--- src/rtl/enc_defs.sv ---
// Shared FSM encodings and small helpers for the 4-to-2 request encoder.
package enc_defs;
  typedef enum logic {
    IDLE  = 1'b0,
    SERVE = 1'b1
  } state_t;

  // Two or more bits set: clearing the lowest set bit leaves something behind.
  function automatic logic multi_hot(input logic [3:0] v);
    return |(v & (v - 4'd1));
  endfunction
endpackage

--- src/rtl/pri_enc4.sv ---
// Combinational 4-input priority encoder; PRIO_HIGH selects which end wins.
module pri_enc4 #(
  parameter bit PRIO_HIGH = 1'b1
) (
  input  logic [3:0] vec,
  output logic [1:0] idx,
  output logic       any
);
  always_comb begin
    idx = 2'b00;
    any = |vec;
    if (PRIO_HIGH) begin
      for (int i = 0; i < 4; i++)
        if (vec[i]) idx = 2'(i);
    end else begin
      for (int i = 3; i >= 0; i--)
        if (vec[i]) idx = 2'(i);
    end
  end
endmodule

--- src/rtl/enc4to2_fsm.sv ---
// Request-latching priority encoder: captures w into pend, grants one index
// at a time with a valid/ack handshake and a sticky multi-hot error flag.
module enc4to2_fsm
  import enc_defs::*;
#(
  parameter bit PRIO_HIGH = 1'b1
) (
  input  logic       Clock,
  input  logic       Reset,
  input  logic       En,
  input  logic [3:0] w,
  input  logic       ack,
  output logic [1:0] y,
  output logic       z,
  output logic       err
);
  state_t     state, state_n;
  logic [3:0] pend, pend_n;
  logic [3:0] capt, cand;
  logic [1:0] y_n, idx;
  logic       z_n, err_n, any;

  assign capt = En ? w : 4'b0000;
  assign cand = pend | capt;

  pri_enc4 #(.PRIO_HIGH(PRIO_HIGH)) u_pri (
    .vec(cand),
    .idx(idx),
    .any(any)
  );

  always_comb begin
    state_n = state;
    pend_n  = pend | capt;
    y_n     = y;
    z_n     = z;
    err_n   = err | (En & multi_hot(w));
    case (state)
      IDLE: begin
        if (any) begin
          y_n     = idx;
          z_n     = 1'b1;
          state_n = SERVE;
        end
      end
      SERVE: begin
        // A same-edge recapture of bit y re-sets it after the clear.
        if (ack) begin
          pend_n  = (pend & ~(4'b0001 << y)) | capt;
          z_n     = 1'b0;
          state_n = IDLE;
        end
      end
      default: state_n = IDLE;
    endcase
  end

  always_ff @(posedge Clock or posedge Reset) begin
    if (Reset) begin
      state <= IDLE;
      pend  <= 4'b0000;
      y     <= 2'b00;
      z     <= 1'b0;
      err   <= 1'b0;
    end else begin
      state <= state_n;
      pend  <= pend_n;
      y     <= y_n;
      z     <= z_n;
      err   <= err_n;
    end
  end
endmodule

--- config.mk ---
export PLATFORM = sky130hd
export DESIGN_NAME = enc4to2_fsm
export DESIGN_NICKNAME = d
export VERILOG_FILES = /design/src/rtl/enc_defs.sv /design/src/rtl/pri_enc4.sv /design/src/rtl/enc4to2_fsm.sv
export SDC_FILE = /design/constraint.sdc
export NUM_CORES = 1
export LEC_CHECK = 0
export ABC_AREA = 1
export BUFFER_PORTS_ARGS = -buffer_cell sky130_fd_sc_hd__buf_2
export CAP_MARGIN = 0
export CORE_AREA = 2 2 39 41
export CTS_BUF_LIST = sky130_fd_sc_hd__clkbuf_16
export DETAILED_ROUTE_END_ITERATION = 16
export DIE_AREA = 0 0 41 43
export SLEW_MARGIN = 20
export SYNTH_ARGS = -nofsm -noshare
export SYNTH_HDL_FRONTEND = slang
export SYNTH_SLANG_ARGS = --single-unit
export TNS_END_PERCENT = 1
--- constraint.sdc ---
create_clock -name Clock -period 2.7 [get_ports Clock]
set_input_delay 0.135 -clock Clock [delete_from_list [all_inputs] [get_ports Clock]]
set_output_delay 0.135 -clock Clock [all_outputs]
set_load 0.005 [all_outputs]
### Word level (Yosys, flattened, before mapping)

Cells that the tools add are included.
W data, S select, Z words.

* flip-flop bits (word level): 9
* logic and storage cells: 33

* add/subtract/negate cells: 1
* eq/ne operators: 2
* shift operators: 1
* muxes and demuxes: 12
* bitwise operators: 8
* reduce and logical (&&, ||, !) cells: 4

Operators with widths (number)
* $mux W4: 3
* $and A4 B4 Y4: 2
* $or A4 B4 Y4: 2
* $reduce_or A4 Y1: 2
* $mux W1: 5
* $mux W2: 2
* $ne A2 B2 Y1 const B: 2
* $not A4 Y4: 1
* $pmux W1 S2: 2
* $reduce_and A2 Y1: 2
* $shl A1 B2 Y4 const A: 1
* $sub A4 B1 Y4 const B: 1
* $and A1 B1 Y1: 1
* $not A1 Y1: 1
* $or A1 B1 Y1: 1

### Logic depth before layout (Yosys ltp)

Gate-level depths: netlist of run 1.

* word-level depth: 6
* depth in mapped cells: 7

### Hierarchy

From an unflattened synthesis of run 1, not the netlist that was laid out.

* cell total of the unflattened synthesis: 66
* area, all modules: 466.7 um^2

By module, submodules not included
* enc4to2_fsm: times used 1, cells each 58, area each 434.2 um^2, seq. area each 225.2 um^2
* pri_enc4: times used 1, cells each 8, area each 32.5 um^2, seq. area each 0.0 um^2

### Least setup slack after synthesis of run 1

OpenSTA, ideal clock, no wires.

* kind: register to register
* from: register pend[0]
* to: register state
* arrival time: 756 ps
* slack: 1818 ps
* stages on the path, launching flop included: 7
* path buffers: 0
* period minus slack after synthesis: 882 ps
* cells stage by stage: dfrtp_1 -> inv_1 -> nand2_2 -> nor2_2 -> nand2_2 -> nand2_2 -> o21ai_0

* word-level cells in the longest chain between the ends: 4

RTL lines
* start, declared: RTL line enc4to2_fsm.sv:18 `logic [3:0] pend, pend_n;`
* start signal, assigned: RTL line enc4to2_fsm.sv:67 `pend <= pend_n;`
* $or A4 B4 Y4: RTL line enc4to2_fsm.sv:24 `assign cand = pend | capt;`
* $reduce_or A4 Y1: RTL line pri_enc4.sv:11 `any = |vec;`
* $mux W1: RTL line enc4to2_fsm.sv:40 `if (any) begin`
* $pmux W1 S2: RTL line enc4to2_fsm.sv:38 `case (state)`
* net state_n: RTL line enc4to2_fsm.sv:17 `state_t state, state_n;`
* end signal, assigned: RTL line enc4to2_fsm.sv:66 `state <= state_n;`
* end, declared: RTL line enc4to2_fsm.sv:17

The timed path passes the listed nets, and every way through them passes these cells.
A chain may end at the register's enable or synchronous reset.

### Worst setup path in the final report of run 1

* from: register pend[1]
* to: register state

The elaborated chain is that of the path after synthesis.

==> summary.md, run 1 <==
- **Avg Synthesized Cell Area** 7.77 sq um
- **All-Layer GR Usage** 12.4%
- **minimum clock period** 0.955 ns
- **main combinational cell family by area after synthesis** simple AND/OR/NAND/NOR gates
- **Final nets** 82
- **full die area** 0.00176 sq mm
- **cells after synthesis** 57
- **launch point of the worst reg-to-reg path** pend[1]$_DFF_PP0_
- **worst ir drop on vdd** 0.467 mV
- **Internal Dissipation** 0.455 mW
- **final cycle utilization of the critical path** 35.4%
- **CTS clock-pin slew for the worst setup and hold paths** 0.04 ns
- **via count of the first global-routing pass** 341
- **latest clock arrival within the worst-skew pair** 0.23 ns
- **post-detailed-route via-to-cell ratio** 4.35
- **netlist area before placement** 443 sq um
- **setup repair after global routing missed its margin** false
- **CORE AREA** 0.00138 sq mm
- **sum of overflow across all layers after global routing** 0
- **crit path max fanout** 3
- **leading area contributor after synthesis** sky130_fd_sc_hd__dfrtp_1
- **end point of the most critical hold path** state$_DFF_PP0_
- **relative contribution of sequential cells to total power** 34.5%
- **slowest CP cell** sky130_fd_sc_hd__dfrtp_1
- **portion of netlist area occupied by mux cells** 0%
- **Max Slew Vio Count** 0
- **Synth Area in Compound Gates** 12.1%
- **endpoint class of the critical path** flip-flop
- **Sum Neg Setup Slack** 0 ns
- **switching component of the power** 0.197 mW
- **Worst Reg-to-Reg Cells** 6
- **Area growth syn-to-layout** 37.0%
- **critical path's largest stage delay** 0.35 ns
- **global-route wire length before repair** 1370 microns
- **Initial Util** 32.0%
- **CTS buffer count** 3
- **Yosys reg bits** 9
- **Required @ worst endpoint** 2.81 ns
- **arithmetic-cell share of the synthesized area counting full adders, half adders and majority gates** 0%
- **switching power share of the total** 30.2%
- **DRC** 0
- **num ports** 12
- **PnR Total Power** 0.652 mW
- **Worst Setup Start Kind** flip-flop
- **Site Rows** 14
- **Hold Path Stages** 2
- **post-synthesis xor/xnor area fraction** 0%
- **result of the run** finished, final reports clean
- **fin cells** 89
- **endpoint of the lowest-slack register-to-register path** state$_DFF_PP0_
- **Port-buffer cells** 11
- **number of flops mapped to enable cells by yosys** 0
- **initial detailed-routing violation count** 5
- **number of distinct standard cells referenced by the synthesized netlist** 10
- **CTS Buffer Depth** 2
- **Crit Path Category** reg2reg
- **MaxCap Viol Count** 0
- **Die Y** 43 microns
- **half-perimeter wire length after placement** 646 microns
- **count of clock tree sinks** 9
- **antenna violations before repair** 0
- **series of cell instances along the critical path** inv_1, nand2_2, nor2_2, nand2_2, nand2_2, o21ai_0
- **Finish-stage setup viols** 0
- **hold_sp** ack
- **number of synthesis warnings** 0
- **total via count after detailed routing** 387
- **number of nets produced by synthesis** 65
- **worst-case register-to-register setup slack** 1.75 ns
- **async set or reset register ratio after synthesis** 100%
- **top cells by count, synth** 14 x sky130_fd_sc_hd__inv_1, 14 x sky130_fd_sc_hd__nand2_1, 9 x sky130_fd_sc_hd__dfrtp_1
- **Static Leak** 0.345 nW
- **Worst path most repeated cell** sky130_fd_sc_hd__nand2_2
- **dominant register cell in the synthesized netlist** sky130_fd_sc_hd__dfrtp_1
- **first-pass iteration count of the detailed router** 4
- **Final Hold Violating Endpoints** 0
- **routability-driven placement congestion ratio** 0.721
- **Synth Area in Simple Gates** 25.1%
- **share of synthesized area occupied by flip-flops and latches** 50.8%
- **relative max-transition margin** 76.9%
- **level count of the clock H-tree** 1
- **fraction of final layout cells with drive strength greater than 1** 28.8%
- **worst endpoint data arrival time** 1.07 ns
- **DRT antenna net count** 0
- **top cell type's share of synthesized area** 50.8%
- **Hold WC Path Type** in2reg
- **clock tree from TritonCTS** built
- **Die Wd** 41 microns
- **cell types with the largest area share after synthesis** sky130_fd_sc_hd__dfrtp_1 51%, sky130_fd_sc_hd__inv_1 12%, sky130_fd_sc_hd__nand2_1 12%, sky130_fd_sc_hd__a31oi_1 5.6%, sky130_fd_sc_hd__nand2_2 5.6%
- **post-detailed-routing wire length** 858 microns
- **max frequency** 1.05 GHz
- **maximum number of pins on one net before global-route repair** 10
- **Comb pwr share** 26.8%
- **relative contribution of the clock network to total power** 38.7%
- **number of antenna diodes** 0
- **CTS root buf** sky130_fd_sc_hd__clkbuf_16
- **per-cell routed wire length** 9.64 microns
- **maximum clock skew at final layout** 0.00120 ns
- **Tightest Pin Transition** 0.345 ns
- **power density of the placed cells** 1070 mW/mm^2
- **Placed Cells incl. Taps** 84
[metrics by stage]
| stage | hold slack, ns | instance area, sq um | setup slack (ns) | util (%) |
|---|---|---|---|---|
| floorplan | -0.0371 | 443 | 1.82 | - |
| global placement | 0.121 | 518 | 1.75 | 37.4 |
| detailed placement | 0.113 | 518 | 1.76 | 37.4 |
| CTS | 0.0932 | 607 | 1.73 | 43.9 |
| global route | 0.148 | 607 | 1.64 | 43.9 |
| finish | 0.0914 | 607 | 1.75 | 43.9 |
[power groups by stage]
stage / combinational, mW / sequential [mW] / clock [mW]
final: 0.175 / 0.225 / 0.252
after global routing: 0.203 / 0.234 / 0.267
after CTS: 0.177 / 0.225 / 0.255
after detailed placement: 0.173 / 0.225 / 0
after global placement: 0.173 / 0.226 / 0
after floorplan: 0.122 / 0.222 / 0
[worst max-delay path by stage]
| stage | end | start | slack (ns) |
|---|---|---|---|
| global route | state$_DFF_PP0_ | pend[2]$_DFF_PP0_ | 1.64 |
| CTS | state$_DFF_PP0_ | pend[1]$_DFF_PP0_ | 1.73 |
| finish | state$_DFF_PP0_ | pend[1]$_DFF_PP0_ | 1.75 |
| floorplan | state$_DFF_PP0_ | pend[0]$_DFF_PP0_ | 1.82 |
| detailed placement | state$_DFF_PP0_ | pend[2]$_DFF_PP0_ | 1.76 |
| global placement | state$_DFF_PP0_ | pend[0]$_DFF_PP0_ | 1.75 |
[timing repair]
action | 4_1_cts | 5_1_grt
setup endpoints to repair | 0 | 0
buffers inserted | 0 | 0
hold buffers | 1 | 0
gates resized for setup | 0 | 0
endpoints found under the hold margin | 9 | 0
[registers in the layout, indices dropped and copies added (netlist names)]
register,flops
state,1
z,1
err,1
y,2
pend,4
[area by class of cell]
class / count / area, sq um
Timing Repair Buffer: 12 / 65.1
Sequential cell: 9 / 225
Tap cell: 16 / 20.0
Clock inverter: 1 / 3.75
Clock buffer: 3 / 75.1
Inverter: 14 / 52.6
Multi-Input combinational cell: 34 / 165
Fill cell: 147 / 777
[cells in the final DEF, fill, tap and decap left out, drive strengths merged]
| cell | count |
|---|---|
| nor2 | 5 |
| nand3 | 2 |
| clkbuf | 3 |
| o21ai | 4 |
| buf | 11 |
| dfrtp | 9 |
| a31oi | 4 |
| inv | 15 |
| a31o | 1 |
| nand2 | 18 |
| dlygate4sd3 | 1 |
[worst max-delay path, delay by kind of cell, from the launching register on]
| family | cells | cell delay, ns |
|---|---|---|
| simple gates | 4 | 0.35 |
| flops | 1 | 0.35 |
| compound gates | 1 | 0.07 |
| buf+inv | 1 | 0.06 |
[routing by layer]
| layer | wire length, microns | vias to the layer above | track usage, % |
|---|---|---|---|
| met5 | 0 | - | 0 |
| met4 | 29 | 0 | 10.0 |
| met3 | 63 | 5 | 3.14 |
| met2 | 341 | 14 | 18.1 |
| met1 | 424 | 164 | 14.2 |
| li1 | - | 204 | - |
[cell families (layout without fill, tap and decap cells)]
group,Yosys count,after routing
DFF,9,9
and+or+nand+nor,25,25
AOI/OAI and AO/OA,9,9
buffers and inverters,14,30
(Power assumes the default switching activity.)
==> run 2: changes to the inputs <==
--- a/config.mk
+++ b/config.mk
@@ -5,7 +5,7 @@
 export SDC_FILE = /design/constraint.sdc
 export NUM_CORES = 1
 export LEC_CHECK = 0
-export ABC_AREA = 1
+export ABC_AREA = 0
 export BUFFER_PORTS_ARGS = -buffer_cell sky130_fd_sc_hd__buf_2
 export CAP_MARGIN = 0
 export CORE_AREA = 2 2 39 41
==> constraint.sdc (replaced) <==
create_clock -name Clock -period 0.8 [get_ports Clock]
set_input_delay 0.04 -clock Clock [delete_from_list [all_inputs] [get_ports Clock]]
set_output_delay 0.04 -clock Clock [all_outputs]
set_load 0.005 [all_outputs]
==> summary.md, run 2 <==
- **flip-flop count of the largest register after layout** 4, unchanged
- **relative contribution of the clock network to total power** 46.2%, +7.5 points
- **Final Hold Violating Endpoints** 0, unchanged
- **post-detailed-route via-to-cell ratio** 5.09, +17%
- **series of cell instances along the critical path** or3_4, o311a_1
- **clock tree from TritonCTS** built
- **DRC** 0, unchanged
- **Sum Neg Setup Slack** -1.97 ns, -1.97 ns
- **number of flops mapped to enable cells by yosys** 0, unchanged
- **Final nets** 86, +4.9%
- **arithmetic-cell share of the synthesized area counting full adders, half adders and majority gates** 2.17%, +2.2 points
- **num ports** 12, unchanged
- **All-Layer GR Usage** 16.6%, +4.2 points
- **Die Y** 43 microns, unchanged
- **Required @ worst endpoint** 0.91 ns, -1.90 ns
- **endpoint class of the critical path** flip-flop
- **switching component of the power** 0.462 mW, +130%
- **final worst slack** -0.342 ns, -2.09 ns
- **Tightest Pin Transition** 0.361 ns, +0.0152 ns
- **result of the run** finished, violations left
- **Area growth syn-to-layout** 67.1%
- **critical path's largest stage delay** 0.37 ns, +0.02 ns
- **Site Rows** 14, unchanged
- **via count of the first global-routing pass** 481, +41%
- **post-synthesis xor/xnor area fraction** 0%, unchanged
- **Worst path top cell family by delay** flip-flops
- **routability-driven placement congestion ratio** 0.809, +12%
- **leading registers by flop count** pend: 4 flops, y: 2 flops
- **CTS buffer count** 3, unchanged
- **power density of the placed cells** 2470 mW/mm^2, +130%
- **crit path max fanout** 2, -1
- **Synth Area in Compound Gates** 28.3%, +16 points
- **per-cell routed wire length** 13.0 microns, +35%
- **Crit path buffers/inverters** 0, -1
- **number of distinct standard cells referenced by the synthesized netlist** 24, +14
- **maximum number of pins on one net before global-route repair** 10, unchanged
- **Initial Util** 33.3%, +1.3 points
- **dominant register cell in the synthesized netlist** sky130_fd_sc_hd__dfrtp_1
- **main combinational cell family by area after synthesis** compound AO/OA/AOI/OAI gates
- **Avg Synthesized Cell Area** 9.80 sq um, +26%
- **CORE AREA** 0.00138 sq mm, unchanged
- **number of nets produced by synthesis** 55, -15%
- **switching power share of the total** 24.3%, -5.9 points
- **sum of overflow across all layers after global routing** 0, unchanged
- **full die area** 0.00176 sq mm, unchanged
- **MaxCap Viol Count** 0, unchanged
- **netlist area before placement** 460 sq um, +4.0%
- **Finish-stage setup viols** 10, +10
- **maximum clock skew at final layout** 0.00517 ns, +0.00397 ns
- **Static Leak** 0.352 nW, +2.0%
- **Die Wd** 41 microns, unchanged
- **Max Slew Vio Count** 0, unchanged
- **Hold WC Path Type** in2reg
- **top cells by count, synth** 9 x sky130_fd_sc_hd__dfrtp_1, 6 x sky130_fd_sc_hd__nand2_1, 4 x sky130_fd_sc_hd__a21oi_1, 3 x sky130_fd_sc_hd__inv_1, 3 x sky130_fd_sc_hd__o31ai_1
- **CTS root buf** sky130_fd_sc_hd__clkbuf_16
- **cell types with the largest area share after synthesis** sky130_fd_sc_hd__dfrtp_1 49%, sky130_fd_sc_hd__nand2_1 4.9%, sky130_fd_sc_hd__o31ai_1 4.9%, sky130_fd_sc_hd__a21oi_1 4.3%, sky130_fd_sc_hd__a22o_1 3.8%
- **leading area contributor after synthesis** sky130_fd_sc_hd__dfrtp_1
- **first-pass iteration count of the detailed router** 4, unchanged
- **latest clock arrival within the worst-skew pair** 0.23 ns, about the same
- **async set or reset register ratio after synthesis** 100%, unchanged
- **CTS Buffer Depth** 2, unchanged
- **CTS clock-pin slew for the worst setup and hold paths** 0.04 ns, about the same
- **worst setup timing slack at the placement stage** -0.347 ns, -2.10 ns
- **number of synthesis warnings** 0, unchanged
- **cells after synthesis** 47, -18%
- **worst endpoint data arrival time** 1.25 ns, +0.18 ns
- **antenna violations before repair** 0, unchanged
- **count of clock tree sinks** 9, unchanged
- **Synth Area in Simple Gates** 14.7%, -10 points
- **post-detailed-routing wire length** 1210 microns, +41%
- **number of antenna diodes** 0, unchanged
- **global-route wire length before repair** 1940 microns, +42%
- **Internal Dissipation** 1.44 mW, +220%
- **half-perimeter wire length after placement** 891 microns, +38%
- **relative contribution of sequential cells to total power** 29.8%, -4.7 points
- **share of synthesized area occupied by flip-flops and latches** 48.9%, -1.9 points
- **Worst Setup Start Kind** flip-flop
- **failing checks** negative setup slack
- **highest-count cells in the layout ignoring fill and taps** 13 x sky130_fd_sc_hd__buf_4, 10 x sky130_fd_sc_hd__buf_2, 9 x sky130_fd_sc_hd__dfrtp_1
- **level count of the clock H-tree** 1, unchanged
- **minimum clock period** 1.14 ns, +0.187 ns
- **total via count after detailed routing** 473, +22%
- **worst ir drop on vdd** 1.33 mV, +180%
- **most instantiated library cell after synthesis** sky130_fd_sc_hd__dfrtp_1
- **final cycle utilization of the critical path** 143%, +110 points
- **relative max-transition margin** 75.9%, -1.0 points
- **portion of netlist area occupied by mux cells** 0%, unchanged
- **most common cell after layout, fill and taps aside** sky130_fd_sc_hd__buf_4
- **DRT antenna net count** 0, unchanged
- **slowest CP cell** sky130_fd_sc_hd__dfrtp_1
- **Port-buffer cells** 11, unchanged
- **top cell type's share of synthesized area** 48.9%, -1.9 points
- **Comb pwr share** 24.0%, -2.8 points
- **Top reg by flops** pend
- **setup repair after global routing missed its margin** true
- **Crit Path Category** reg2reg
- **initial detailed-routing violation count** 19, +14
- **max frequency** 0.876 GHz, -16%
- **fraction of final layout cells with drive strength greater than 1** 48.1%, +19 points
- **Yosys reg bits** 9, unchanged
[run 2: cell types whose count changed in the layout (fill, tap and decap cells not counted), moves of 3 or more]
| cell | delta |
|---|---|
| sky130_fd_sc_hd__a31oi_1 | -4 |
| sky130_fd_sc_hd__nand2_2 | -4 |
| sky130_fd_sc_hd__a21oi_1 | +4 |
| sky130_fd_sc_hd__buf_6 | +4 |
| sky130_fd_sc_hd__buf_4 | +13 |
| sky130_fd_sc_hd__o21ai_0 | -3 |
| sky130_fd_sc_hd__nand2_1 | -8 |
| sky130_fd_sc_hd__inv_1 | -12 |
[run 2: worst paths after layout]
check / startpoint / endpoint / slack, ns / depth (start not counted)
worst max-delay path: pend[2]$_DFF_PP0_ / z$_DFFE_PP0P_ / -0.34 / 2
worst min-delay path: w[0] / pend[0]$_DFF_PP0_ / 0.12 / 4
worst max register to register: pend[2]$_DFF_PP0_ / z$_DFFE_PP0P_ / -0.34 / 2
worst min register to register: err$_DFF_PP0_ / err$_DFF_PP0_ / 0.46 / 1
max in group asynchronous: Reset / z$_DFFE_PP0P_ / 0.22 / 3
min in group asynchronous: Reset / pend[1]$_DFF_PP0_ / 0.31 / 3
[run 2: routing by layer]
layer	GRT usage [%]	wire length (microns)	up-vias
met1	19.1	520	229
met2	26.9	613	8
li1	-	-	232
met4	6.67	17	0
met3	5.24	56	4
met5	0	0	-
[run 2: cell type report]
cell class              count  area [sq um]
inverters                   3          11.3
multi-input cells          33           230
flip-flops and latches      9           225
repair buffers             28           203
clock buffers               3          75.1
well taps                  16          20.0
clock inverters             1          5.00
fillers                   124           614
[run 2: metrics by stage]
step | utilization, % | area [sq um] | hold slack, ns | cells | total power, mW
floorplan | - | 463 | -0.132 | 47 | 0.733
global placement | 46.2 | 639 | 0.0177 | 88 | 0.955
detailed placement | 46.2 | 639 | 0.0227 | 88 | 0.962
CTS | 55.6 | 769 | 0.121 | 93 | 1.92
global route | 55.6 | 769 | 0.161 | 93 | 1.99
finish | 55.6 | 769 | 0.123 | 93 | 1.90
[run 2: power by group through the flow]
stage	registers, mW	clock network, mW	logic (mW)
2_1_floorplan	0.583	0	0.150
3_3_place_gp	0.561	0	0.393
3_5_place_dp	0.565	0	0.397
4_1_cts	0.567	0.898	0.455
5_1_grt	0.574	0.922	0.496
6_report	0.566	0.878	0.457
[run 2: tightest hold or removal path, delay by kind of cell]
family,cells,cell delay (ns)
simple gates,2,0.10
buf+inv,2,0.20
[run 2: cells by family after synthesis]
family / after synthesis
simple gates: 14
buf+inv: 5
flops: 9
fa+ha+maj: 1
compound gates: 18
[run 2: what timing repair did]
item / 4_1_cts / 5_1_grt
gates resized for setup: 9 / 0
buffers inserted: 0 / 0
hold endpoints to repair: 9 / 0
hold buffers: 1 / 0
setup endpoints to repair: 10 / 11
pin swaps: 5 / 1
gates cloned: 0 / 0
